File: src/rtl/mem_port_arbiter.sv
// mem_port_arbiter: shares one single-ported unified memory between the
// fetch stage (IF) and the memory stage (DM).
//
// Handshake: each requester raises req with stable address/data and holds it
// until its ack; ack is a one-cycle pulse and rdata is valid while ack is high.
// A requester is ignored in its own ack cycle, so holding req through the ack
// never produces a second grant.
//
// Optional feature: define MEM_ARB_RR_EN for round-robin tie breaking;
// otherwise DM has fixed priority over IF.
module mem_port_arbiter #(
    parameter int ADDR_W      = 32,
    parameter int DATA_W      = 32,
    parameter int WAIT_CYCLES = 0
) (
    input  logic              clk,
    input  logic              rst,
    input  logic              if_req,
    input  logic [ADDR_W-1:0] if_addr,
    output logic [DATA_W-1:0] if_rdata,
    output logic              if_ack,
    input  logic              dm_req,
    input  logic              dm_we,
    input  logic [1:0]        dm_size,
    input  logic [ADDR_W-1:0] dm_addr,
    input  logic [DATA_W-1:0] dm_wdata,
    output logic [DATA_W-1:0] dm_rdata,
    output logic              dm_ack,
    output logic              stall_if,
    output logic              stall_dm,
    output logic              mem_en,
    output logic              mem_we,
    output logic [1:0]        mem_size,
    output logic [ADDR_W-1:0] mem_addr,
    output logic [DATA_W-1:0] mem_wdata,
    input  logic [DATA_W-1:0] mem_rdata,
    output logic              dbg_state
);

    typedef enum logic {
        IDLE   = 1'b0,
        ACCESS = 1'b1
    } state_t;

    localparam logic [3:0] WAIT_INIT = 4'(WAIT_CYCLES);

    state_t     state;
    state_t     state_nxt;
    logic [3:0] cnt;
    logic       own;
    logic       if_elig;
    logic       dm_elig;
    logic       grant;
    logic       grant_dm;
    logic       done;

`ifdef MEM_ARB_RR_EN
    // Owner that won the most recent tie; only ties update it.
    logic       last_own;
`endif

    // A requester being acked this cycle is not eligible again.
    assign if_elig   = if_req & ~if_ack;
    assign dm_elig   = dm_req & ~dm_ack;
    assign stall_if  = if_req & ~if_ack;
    assign stall_dm  = dm_req & ~dm_ack;
    assign dbg_state = state;

    // Next-state, grant decision and access completion.
    always_comb begin
        state_nxt = state;
        grant     = 1'b0;
        grant_dm  = 1'b0;
        done      = 1'b0;
        case (state)
            IDLE: begin
                if (if_elig | dm_elig) begin
                    grant     = 1'b1;
`ifdef MEM_ARB_RR_EN
                    grant_dm  = dm_elig & (~if_elig | ~last_own);
`else
                    grant_dm  = dm_elig;
`endif
                    state_nxt = ACCESS;
                end
            end
            ACCESS: begin
                if (cnt == 4'd0) begin
                    done      = 1'b1;
                    state_nxt = IDLE;
                end
            end
            default: state_nxt = IDLE;
        endcase
    end

    // State register.
    always_ff @(posedge clk) begin
        if (!rst) begin
            state <= IDLE;
        end else begin
            state <= state_nxt;
        end
    end

    // Memory port registers, wait counter, acks and read data capture.
    always_ff @(posedge clk) begin
        if (!rst) begin
            cnt       <= 4'd0;
            own       <= 1'b0;
            mem_en    <= 1'b0;
            mem_we    <= 1'b0;
            mem_size  <= 2'b00;
            mem_addr  <= '0;
            mem_wdata <= '0;
            if_rdata  <= '0;
            dm_rdata  <= '0;
            if_ack    <= 1'b0;
            dm_ack    <= 1'b0;
`ifdef MEM_ARB_RR_EN
            last_own  <= 1'b1;
`endif
        end else begin
            if_ack <= 1'b0;
            dm_ack <= 1'b0;
            if (grant) begin
                own       <= grant_dm;
                mem_addr  <= grant_dm ? dm_addr : if_addr;
                mem_we    <= grant_dm & dm_we;
                mem_size  <= grant_dm ? dm_size : 2'b00;
                mem_wdata <= grant_dm ? dm_wdata : '0;
                mem_en    <= 1'b1;
                cnt       <= WAIT_INIT;
`ifdef MEM_ARB_RR_EN
                if (if_elig & dm_elig) begin
                    last_own <= grant_dm;
                end
`endif
            end else if (done) begin
                mem_en <= 1'b0;
                mem_we <= 1'b0;
                if (own) begin
                    dm_ack <= 1'b1;
                    if (!mem_we) begin
                        dm_rdata <= mem_rdata;
                    end
                end else begin
                    if_ack   <= 1'b1;
                    if_rdata <= mem_rdata;
                end
            end else if (state == ACCESS) begin
                cnt <= cnt - 4'd1;
            end
        end
    end

endmodule

File: config.mk
export PLATFORM = sky130hd
export DESIGN_NAME = mem_port_arbiter
export DESIGN_NICKNAME = d
export VERILOG_FILES = /design/src/rtl/mem_port_arbiter.sv
export SDC_FILE = /design/constraint.sdc
export NUM_CORES = 1
export LEC_CHECK = 0
export BUFFER_PORTS_ARGS = -buffer_cell sky130_fd_sc_hd__buf_2
export CAP_MARGIN = 25
export CORE_AREA = 4 4 124 126
export DETAILED_ROUTE_END_ITERATION = 8
export DIE_AREA = 0 0 128 130
export PLACE_DENSITY = 0.75
export SYNTH_ARGS = -nofsm -noshare
export SYNTH_HDL_FRONTEND = slang
export SYNTH_SLANG_ARGS = --single-unit
File: constraint.sdc
create_clock -name clk -period 3.1 [get_ports clk]
set_input_delay 0.62 -clock clk [delete_from_list [all_inputs] [get_ports clk]]
set_output_delay 0.62 -clock clk [all_outputs]
set_load 0.01 [all_outputs]
---- Yosys cells after proc, flatten, opt, wreduce, memory -nomap -nowiden ----
Cells that the tools add are included.
storage, ports and cells
  output and inout port bits .............. 137
  logic and storage cells ................. 48
  input port bits ......................... 135
  bits in registers ....................... 140
cells by class
  bitwise gates (word level) .............. 12
  multiplexer cells ....................... 16
  reduce and logical (&&, ||, !) cells .... 7
  add/sub/neg operators ................... 1
operators with widths
  kind                   count
  $mux W32               2
  $mux W1                12
  $not A1 Y1             8
  $logic_not A4 Y1       1
  $reduce_and A4 Y1      1
  $sub A4 B1 Y4 const B  1
  $and A1 B1 Y1          3
  $reduce_and A3 Y1      1
  $reduce_or A3 Y1       1
  $mux W2                1
  $pmux W1 S2            1
  $reduce_and A2 Y1      1
  $reduce_bool A2 Y1     1
  $reduce_or A2 Y1       1
  $or A1 B1 Y1           1

---- Longest topological paths before layout ----
Gate-level depths: netlist of the first run.
  word-level depth ........................ 7
  depth in mapped cells ................... 8
  gate-level depth less buffers ........... 5

---- Least setup slack after synthesis of the first run ----
No wires, ideal clock.
  path type ............................... input-to-output
  start point ............................. input dm_req
  end point ............................... output stall_dm
  required time ........................... 2.480 ns
  stages on the path ...................... 4
  path buffers ............................ 2
  arrival time ............................ 1.351 ns
  slack ................................... 1.129 ns
  cells stage by stage .................... nand2b_1 -> clkbuf_1 -> clkbuf_1 -> inv_1
on the way
  longest elaborated chain between the ends .. 1
ends and longest elaborated chain
  item           RTL line  RTL
  from (decl)    22        input logic dm_req,
  $and A1 B1 Y1  66        assign stall_dm = dm_req & ~dm_ack;
  to (decl)      30        output logic stall_dm,
Every way passes these cells.

---- Final worst setup path of the first run ----
  start point ............................. register state (netlist: dbg_state)
  end point ............................... register dm_rdata[24]
on the way
  longest elaborated chain between the ends .. 3
  elaborated cells on any way between the ends .. 4
  classes of those cells .................. mux: 2; bitwise: 1; reduce/logical: 1
ends and longest elaborated chain
  item                           RTL line  RTL
  from (decl)                    47        state_t state;
  from (signal assigned)         102       state <= state_nxt;
  $mux W1                        75        case (state)
  $not A1 Y1 (no line)           --
  $reduce_and A4 Y1 (no line) *  --
  to (signal assigned)           145       dm_rdata <= mem_rdata;
  to (decl)                      27        output logic [DATA_W-1:0] dm_rdata,
Every way passes the cells marked *; elsewhere a longest branch is shown, timed or not.
A chain may end at the register's enable or synchronous reset.

==> results of run 1 <==
==> critical path: stages (launching register included) <==
cell	delay [ns]
dfxtp_1	0.64
nand4bb_1	0.18
or3b_2	0.61
buf_12	0.24
mux2i_1	0.14
==> cells in the final DEF (no fill, tap or decap), types with 2 or more instances in the layout <==
master      instances
buf_2             270
nand2_1           166
dfxtp_1           140
mux2i_1            64
nand3_1            35
a32o_1             34
o211ai_1           32
clkbuf_16          17
buf_4               9
inv_1               7
bufinv_16           4
inv_6               4
nand2b_1            3
a21oi_1             3
clkinvlp_4          3
clkinv_4            3
or3b_2              2
a21o_1              2
a211oi_1            2
a31oi_1             2
nor3_1              2
nor2_1              2
ha_1                2
buf_12              2
==> where the power goes <==
| part | internal (mW) | switching [mW] | leakage [nW] |
|---|---|---|---|
| Sequential | 1.92 | 0.0647 | 1.14 |
| Combinational | 0.259 | 0.339 | 2.17 |
| Clock | 1.36 | 0.805 | 0.301 |
==> sequential cells by signal, indices dropped and copies added (netlist names) <==
name       flops
mem_we         1
dm_rdata      32
dbg_state      1
cnt            4
own            1
if_ack         1
mem_en         1
dm_ack         1
if_rdata      32
mem_size       2
mem_wdata     32
mem_addr      32
==> layer usage <==
layer	part of all wire	GRT usage	vias to the layer above
li1	-	-	2450
met1	0.41	0.2074	2281
met2	0.48	0.2865	204
met3	0.085	0.07204	21
met4	0.019	0.07116	0
met5	0	0	-
==> cell type report <==
class,instances,area share
Tap cell,184,0.03101
Clock inverter,15,0.02814
Antenna cell,1,0.0003370
Timing Repair Buffer,281,0.1965
Inverter,7,0.003539
Multi-Input combinational cell,363,0.3057
Clock buffer,17,0.05730
Sequential cell,140,0.3775
==> final timing paths <==
kind / end / slack (ns) / depth (start not counted)
worst max register to register: dm_rdata[24] / 1.16 / 4
worst max-delay path: dm_rdata[24] / 1.16 / 4
worst min register to register: if_rdata[26] / 0.45 / 2
worst min-delay path: mem_addr[15] / 0.41 / 3
==> stage by stage <==
stage          area (um^2)  hold slack (ns)  instances  utilization  setup WS (ns)
2_1_floorplan         5301           0.4407        560            -          1.129
3_3_place_gp          6768           0.4398        974       0.4728         0.9841
3_5_place_dp          6788           0.4452        975       0.4742          1.157
4_1_cts               7422           0.3837       1007       0.5185          1.125
5_1_grt               7425           0.3875       1008       0.5187          1.000
6_report              7425           0.4065       1008       0.5187          1.160
==> cell families (layout without fill, tap and decap cells) <==
kind of cell    after synthesis  after routing  share of synthesized area
compound gates               79             79                     0.1248
fa+ha+maj                     2              2                   0.004720
buf+inv                      57            320                    0.04815
flops                       140            140                     0.5287
mux                          64             64                     0.1208
other cells                   0              1                          0
simple gates                218            218                     0.1728
==> flow_metrics.py, run 1 <==
metrics = {
    "status": {
        "status": "completed",
    },
    "placed_design": {
        "io_buffers": 271,
        "hpwl_um": 10640,
        "gp_congestion": 0.7606,
    },
    "critical_path": {
        "crit_required_ns": 3.39,
        "path_class": "reg2reg",
        "worstPathArrival_ns": 2.23,
        "cp_max_fo": 27,
        "timing.rr.start": "dbg_state",
        "start_kind": "flop",
        "critical_path.startpoint": "dbg_state",
        "crit_path_end_kind": "flop",
    },
    "cts": {
        "cts_tree": "yes",
        "ctsResizeCount": 0,
        "postCtsSetupBuffers": 0,
        "path_clk_slew_ns": 0.06,
        "insertion_delay_ns": 0.42,
        "cts.path.max_buffers": 2,
        "root_buffer": "clkbuf_16",
        "clock_sinks": 140,
        "cts_buffers": 17,
        "cts_hold_buf": 0,
        "htreeDepth": 4,
    },
    "sta": {
        "worst_slew_pin_slew_ns": 0.6282,
        "slew_violations": 0,
        "fmax_mhz": 515.5,
        "slew-limit-headroom": 0.5812,
        "hold_viol": 0,
        "clock_skew_ns": 0.01148,
        "setup-violations-final": 0,
        "finalCritPeriodShare": 0.6258,
        "period_minus_slack_ns": 1.940,
        "grt_setup_unrepaired": "no",
        "finalSetupTns_ns": 0,
    },
    "synthesis": {
        "yosysTopAreaCell": "dfxtp_1",
        "syn-num-nets": 697,
        "synth.top_cells.by_count": "nand2_1 (166), dfxtp_1 (140), mux2i_1 (64), nand3_1 (35)",
        "synth_top_area_share": 0.5287,
        "synth_top_flop_cell": "dfxtp_1",
        "ys_types": 32,
        "synth_cells": 560,
        "synth_edf_count": 0,
        "synth_area_per_cell_um2": 9.467,
        "async_flop_share": 0,
        "synth_warnings": 0,
        "synth.top_cells.by_area": "dfxtp_1 (53%), mux2i_1 (12%), nand2_1 (12%)",
        "ys_seq_elements": 140,
        "syn_area_mm2": 0.005301,
        "yosysMostFrequentCell": "nand2_1",
        "ys_seq_area_frac": 0.5287,
    },
    "floorplan": {
        "io-pin-count": 272,
        "row_count": 44,
        "fp.coreArea_mm2": 0.01431,
        "die_w_um": 128,
        "start_util": 0.3704,
        "die_area_mm2": 0.01664,
        "die_y_um": 130,
    },
    "hold_path": {
        "hp-class": "in2reg",
        "hold_start": "dm_addr[15]",
    },
    "flow_run": {
        "cap_violations": 0,
    },
    "route": {
        "first_pass_iters": 4,
        "viasPerCell": 4.917,
        "antenna_left": 0,
        "vias": 4956,
        "wire_per_inst_um": 15.00,
        "drt-initial-drc-count": 209,
        "routed_wl_um": 15120,
        "post-route-drc-count": 0,
    },
    "global_routing": {
        "grt_pass1_vias": 4731,
        "antenna_found_initial": 1,
        "grt_pass1_wl_um": 23230,
        "grt_max_degree": 153,
        "track_usage": 0.1760,
        "grt_overflow": 0,
    },
    "power": {
        "ir_drop_mv": 0.3547,
        "p_leak_nw": 3.615,
        "powerDensity_mw_per_mm2": 639.2,
        "totalPowerFinal_mw": 4.746,
    },
    "final_layout": {
        "area_growth_pct": 40.05,
        "multiInputGateArea_mm2": 0.002270,
        "n_fill_cell": 1311,
        "seq_area_mm2": 0.002803,
        "drive_gt1_frac": 0.3876,
        "nNetsFinal": 947,
    },
}
Power figures use the tool's default switching activity.
==> inputs of run 2 (changes only) <==
==> constraint.sdc (replaced) <==
create_clock -name clk -period 2 [get_ports clk]
set_input_delay 0.4 -clock clk [delete_from_list [all_inputs] [get_ports clk]]
set_output_delay 0.4 -clock clk [all_outputs]
set_load 0.01 [all_outputs]
==> run 2 against run 1 <==
Non-clock buffer count up 4. Sequential power increased by 55%. Sequential cell count did not move. Register-to-register slack worse by 0.94 ns. Via count increased by 1.5%. Highest routed layer unchanged. Largest cell class unchanged. Clock-buffer cell count is the same.
==> flow_metrics.py, run 2 (same netlist as run 1, synthesis figures left out) <==
metrics = {
    "flow_run": {
        "cap_violations": 0,
    },
    "cts": {
        "cts_buffers": 17,
        "cts_hold_buf": 0,
        "clock_sinks": 140,
        "ctsResizeCount": 0,
        "cts_tree": "yes",
        "htreeDepth": 4,
        "insertion_delay_ns": 0.41,
        "path_clk_slew_ns": 0.06,
        "cts.path.max_buffers": 2,
        "postCtsSetupBuffers": 0,
        "root_buffer": "clkbuf_16",
    },
    "critical_path": {
        "crit_chain": "nand2b_1, buf_4, inv_1, buf_2",
        "cp_max_fo": 6,
        "worstSetupEndpoint": "stall_dm",
        "cp_num_buf_inv": 3,
        "cp_num_cells": 4,
        "critical_path.startpoint": "dm_ack",
        "r2r_cells": 6,
        "timing.rr.start": "cnt[0]",
        "cpLargestDelayFamily": "buffers and inverters",
        "crit_required_ns": 1.60,
        "slowest_delay_ns": 0.37,
        "crit_slowest_cell": "dfxtp_1",
        "path_class": "reg2out",
        "worstPathArrival_ns": 1.46,
        "crit_path_end_kind": "output pin",
        "start_kind": "flop",
        "ff2ff_setup_slack_ns": 0.22,
        "rr_endpoint": "dm_rdata[10]",
    },
    "sta": {
        "period_minus_slack_ns": 1.863,
        "clock_skew_ns": 0.007915,
        "setup-violations-final": 0,
        "slew-limit-headroom": 0.6115,
        "hold_viol": 0,
        "finalSetupTns_ns": 0,
        "grt_setup_unrepaired": "no",
        "finalCritPeriodShare": 0.9316,
        "worst_slew_pin_slew_ns": 0.5828,
        "fmax_mhz": 536.7,
        "slew_violations": 0,
    },
    "route": {
        "met2RoutedLength_um": 7025,
        "first_pass_iters": 4,
        "met3WireLength_um": 1441,
        "antenna_left": 0,
        "wl_met1_um": 6340,
        "post-route-drc-count": 0,
        "wire_per_inst_um": 15.03,
        "routed.top_layer": "met4",
        "routed_wl_um": 15190,
        "drt-initial-drc-count": 190,
        "viasPerCell": 4.976,
        "vias": 5031,
    },
    "final_layout": {
        "final_cell_mix": "buf_2 (270), nand2_1 (166), dfxtp_1 (140)",
        "n_antenna_cell": 0,
        "area_growth_pct": 40.67,
        "drive_gt1_frac": 0.3906,
        "mostFrequentLayoutCell": "buf_2",
        "nNetsFinal": 951,
    },
    "floorplan": {
        "row_count": 44,
        "io-pin-count": 272,
        "fp.coreArea_mm2": 0.01431,
        "die_y_um": 130,
        "start_util": 0.3704,
        "die_area_mm2": 0.01664,
        "die_w_um": 128,
    },
    "global_routing": {
        "track_usage": 0.1729,
        "grt_pass1_vias": 4620,
        "grt_max_degree": 114,
        "grt_overflow": 0,
        "antenna_found_initial": 0,
        "grt_pass1_wl_um": 23000,
    },
    "power": {
        "p_leak_nw": 3.630,
        "ir_drop_mv": 0.5666,
        "powerDensity_mw_per_mm2": 960.6,
        "totalPowerFinal_mw": 7.163,
    },
    "placed_design": {
        "gp_congestion": 0.7686,
        "io_buffers": 271,
        "hpwl_um": 10750,
    },
    "status": {
        "status": "completed",
    },
    "hold_path": {
        "hold_depth": 3,
        "hp-class": "in2reg",
    },
}
## run 2: where the power goes
part | switching [mW] | internal [mW]
registers | 0.100 | 2.97
clock network | 1.35 | 1.78
logic | 0.535 | 0.423
## run 2: how the worst min path moves through the flow
stage / startpoint / to / slack, ns
floorplan: own / dm_ack / 0.44
global placement: if_rdata[4] / if_rdata[4] / 0.44
detailed placement: if_rdata[0] / if_rdata[0] / 0.45
CTS: dm_we / mem_we / 0.17
global route: dm_wdata[19] / mem_wdata[19] / 0.17
finish: dm_we / mem_we / 0.19
## run 2: worst min-delay path, stage by stage
cell and delay, ns:
buf_2 0.07, nand2_1 0.04, o21ai_1 0.06
## run 2: final cells by class
class / instances / area (um^2)
clock buffer: 17 / 425.4
clock inverter: 15 / 176.4
sequential: 140 / 2803
tap: 184 / 230.2
inverter: 7 / 26.28
fill: 1326 / 6857
multi-input combinational: 363 / 2270
timing repair buffer: 285 / 1526
## run 2: per-stage QoR
step,instances,util,hold slack [ns],worst slack (ns),cell area (um^2)
6_report,1011,0.5210,0.1941,0.1368,7457
5_1_grt,1011,0.5210,0.1741,0.01003,7457
4_1_cts,1011,0.5210,0.1704,0.05435,7457
3_5_place_dp,979,0.4789,0.4464,0.2346,6855
3_3_place_gp,979,0.4789,0.4400,0.2967,6855
2_1_floorplan,560,-,0.4407,0.3003,5301
## run 2: routing by layer
metal	track usage	vias to the layer above
met4	0.07553	0
met1	0.2103	2319
met3	0.06508	32
li1	-	2467
met2	0.2748	213
met5	0	-
==> inputs of run 3 (changes only) <==
==> constraint.sdc (replaced) <==
create_clock -name clk -period 2 [get_ports clk]
set_input_delay 0.1 -clock clk [delete_from_list [all_inputs] [get_ports clk]]
set_output_delay 0.1 -clock clk [all_outputs]
set_load 0.01 [all_outputs]
==> run 3 against run 2 <==
Clock skew hardly changed. First-iteration DRC count grew 39%. Routed wire length grew 16%. Non-clock buffer count is 130 higher. Via count is 13% higher. Clock-buffer cell count unchanged. Critical path type is now reg2reg. Core utilization increased by 9.0 points. Worst setup slack lost 0.016 ns. Sequential power about the same. Clock power barely moved.
==> flow_metrics.py, run 3 (same netlist as run 1, synthesis figures left out) <==
metrics = {
    "route": {
        "first_pass_iters": 4,
        "vias": 5667,
        "post-route-drc-count": 0,
        "antenna_left": 0,
        "routed.top_layer": "met4",
        "wl_met1_um": 6640,
        "met2RoutedLength_um": 8877,
        "drt-initial-drc-count": 265,
        "wire_per_inst_um": 15.48,
        "routed_wl_um": 17690,
        "met3WireLength_um": 1709,
        "viasPerCell": 4.958,
    },
    "hold_path": {
        "hp-class": "in2reg",
        "hold_depth": 3,
        "holdPathEnd": "dbg_state",
        "hold_start": "rst",
    },
    "power": {
        "powerDensity_mw_per_mm2": 848.0,
        "p_leak_nw": 4.230,
        "ir_drop_mv": 0.5316,
    },
    "final_layout": {
        "area_growth_pct": 65.07,
        "mostFrequentLayoutCell": "buf_2",
        "design_area_mm2": 0.008751,
        "final_cell_mix": "buf_2 (270), nand2_1 (166), dfxtp_1 (140)",
        "drive_gt1_frac": 0.3365,
        "nNetsFinal": 1081,
    },
    "sta": {
        "whs_ns": 0.06777,
        "clock_skew_ns": 0.007900,
        "period_minus_slack_ns": 1.879,
        "slew_violations": 0,
        "hold_viol": 0,
        "setup-violations-final": 0,
        "slew-limit-headroom": 0.7276,
        "worst_slew_pin_slew_ns": 0.4086,
        "finalCritPeriodShare": 0.9395,
        "fmax_mhz": 532.2,
    },
    "critical_path": {
        "crit_slowest_cell": "dlygate4sd3_1",
        "worstPathArrival_ns": 2.23,
        "crit_chain": "and4bb_2, buf_4, nand2_1, o211ai_1, dlygate4sd3_1",
        "path_class": "reg2reg",
        "crit_path_end_kind": "flop",
        "ff2ff_setup_slack_ns": 0.12,
        "start_kind": "flop",
        "cpLargestDelayFamily": "buffers and inverters",
        "crit_required_ns": 2.35,
        "slowest_delay_ns": 0.56,
        "rr_endpoint": "mem_addr[31]",
        "cp_num_buf_inv": 2,
        "r2r_cells": 5,
        "timing.rr.start": "dbg_state",
        "cp_max_fo": 37,
    },
    "global_routing": {
        "track_usage": 0.2098,
        "grt_pass1_wl_um": 28050,
        "grt_overflow": 0,
        "grt_pass1_vias": 5759,
        "grt_max_degree": 95,
        "antenna_found_initial": 1,
    },
    "status": {
        "status": "completed",
    },
    "cts": {
        "insertion_delay_ns": 0.41,
        "htreeDepth": 4,
        "cts.path.max_buffers": 2,
        "path_clk_slew_ns": 0.06,
        "postCtsSetupBuffers": 0,
        "clock_sinks": 140,
        "root_buffer": "clkbuf_16",
        "cts_buffers": 17,
        "cts_tree": "yes",
    },
    "placed_design": {
        "hpwl_um": 10700,
        "io_buffers": 271,
        "gp_congestion": 0.7826,
        "place_area_mm2": 0.006823,
    },
    "floorplan": {
        "row_count": 44,
        "die_w_um": 128,
        "start_util": 0.3704,
        "die_area_mm2": 0.01664,
        "io-pin-count": 272,
        "die_y_um": 130,
        "fp.coreArea_mm2": 0.01431,
    },
    "flow_run": {
        "cap_violations": 0,
    },
}
run 3: worst register-to-register path: cells and delay by family, from the launching register on:
family	cells	cell delay [ns]
buf+inv	2	0.92
simple gates	2	0.46
flops	1	0.36
compound gates	1	0.09
run 3: how the worst max path moves through the flow:
stage               startpoint      endpoint  slack [ns]  cells after the start
finish               dbg_state  mem_addr[31]        0.12                      5
global route            if_ack  mem_addr[21]       -0.01                      5
CTS                     if_ack   mem_addr[7]        0.02                      5
detailed placement      cnt[0]   dm_rdata[9]        0.24                      6
global placement        cnt[0]  dm_rdata[10]        0.29                      6
floorplan               cnt[0]   dm_rdata[0]        0.30                      8
run 3: through the flow:
stage	instances	power [mW]	setup WS [ns]	util	TNS, ns
floorplan	560	3.635	0.3003	-	0
global placement	978	4.073	0.2909	0.4767	0
detailed placement	978	4.087	0.2433	0.4767	0
CTS	1141	7.475	0.01969	0.6096	0
global route	1142	7.767	-0.01131	0.6112	-0.01131
finish	1143	7.420	0.1209	0.6114	0
run 3: cell type report:
type,count,area (um^2)
timing repair buffer,415,2825
clock buffer,17,425.4
multi-input combinational,363,2270
sequential,140,2803
tap,184,230.2
fill,1133,5563
inverter,7,26.28
antenna,2,5.005
clock inverter,15,166.4
run 3: report_power, final:
| part | switching [mW] | leakage, nW | total [mW] | internal [mW] |
|---|---|---|---|---|
| clock network | 1.35 | 0.285 | 3.13 | 1.79 |
| logic | 0.595 | 2.80 | 1.21 | 0.617 |
| registers | 0.101 | 1.14 | 3.08 | 2.97 |
| total | 2.04 | 4.23 | 7.42 | 5.38 |
run 3: what timing repair did:
action / 4_1_cts / 5_1_grt
hold buffers: 131 / 0
resized for setup: 0 / 7
setup endpoints to repair: 0 / 31
hold endpoints to repair: 130 / 0
run 3: routing by layer:
| layer | GRT usage | up-vias |
|---|---|---|
| met4 | 0.09738 | 0 |
| met5 | 0 | - |
| li1 | - | 2725 |
| met3 | 0.07409 | 35 |
| met1 | 0.2338 | 2639 |
| met2 | 0.3604 | 268 |
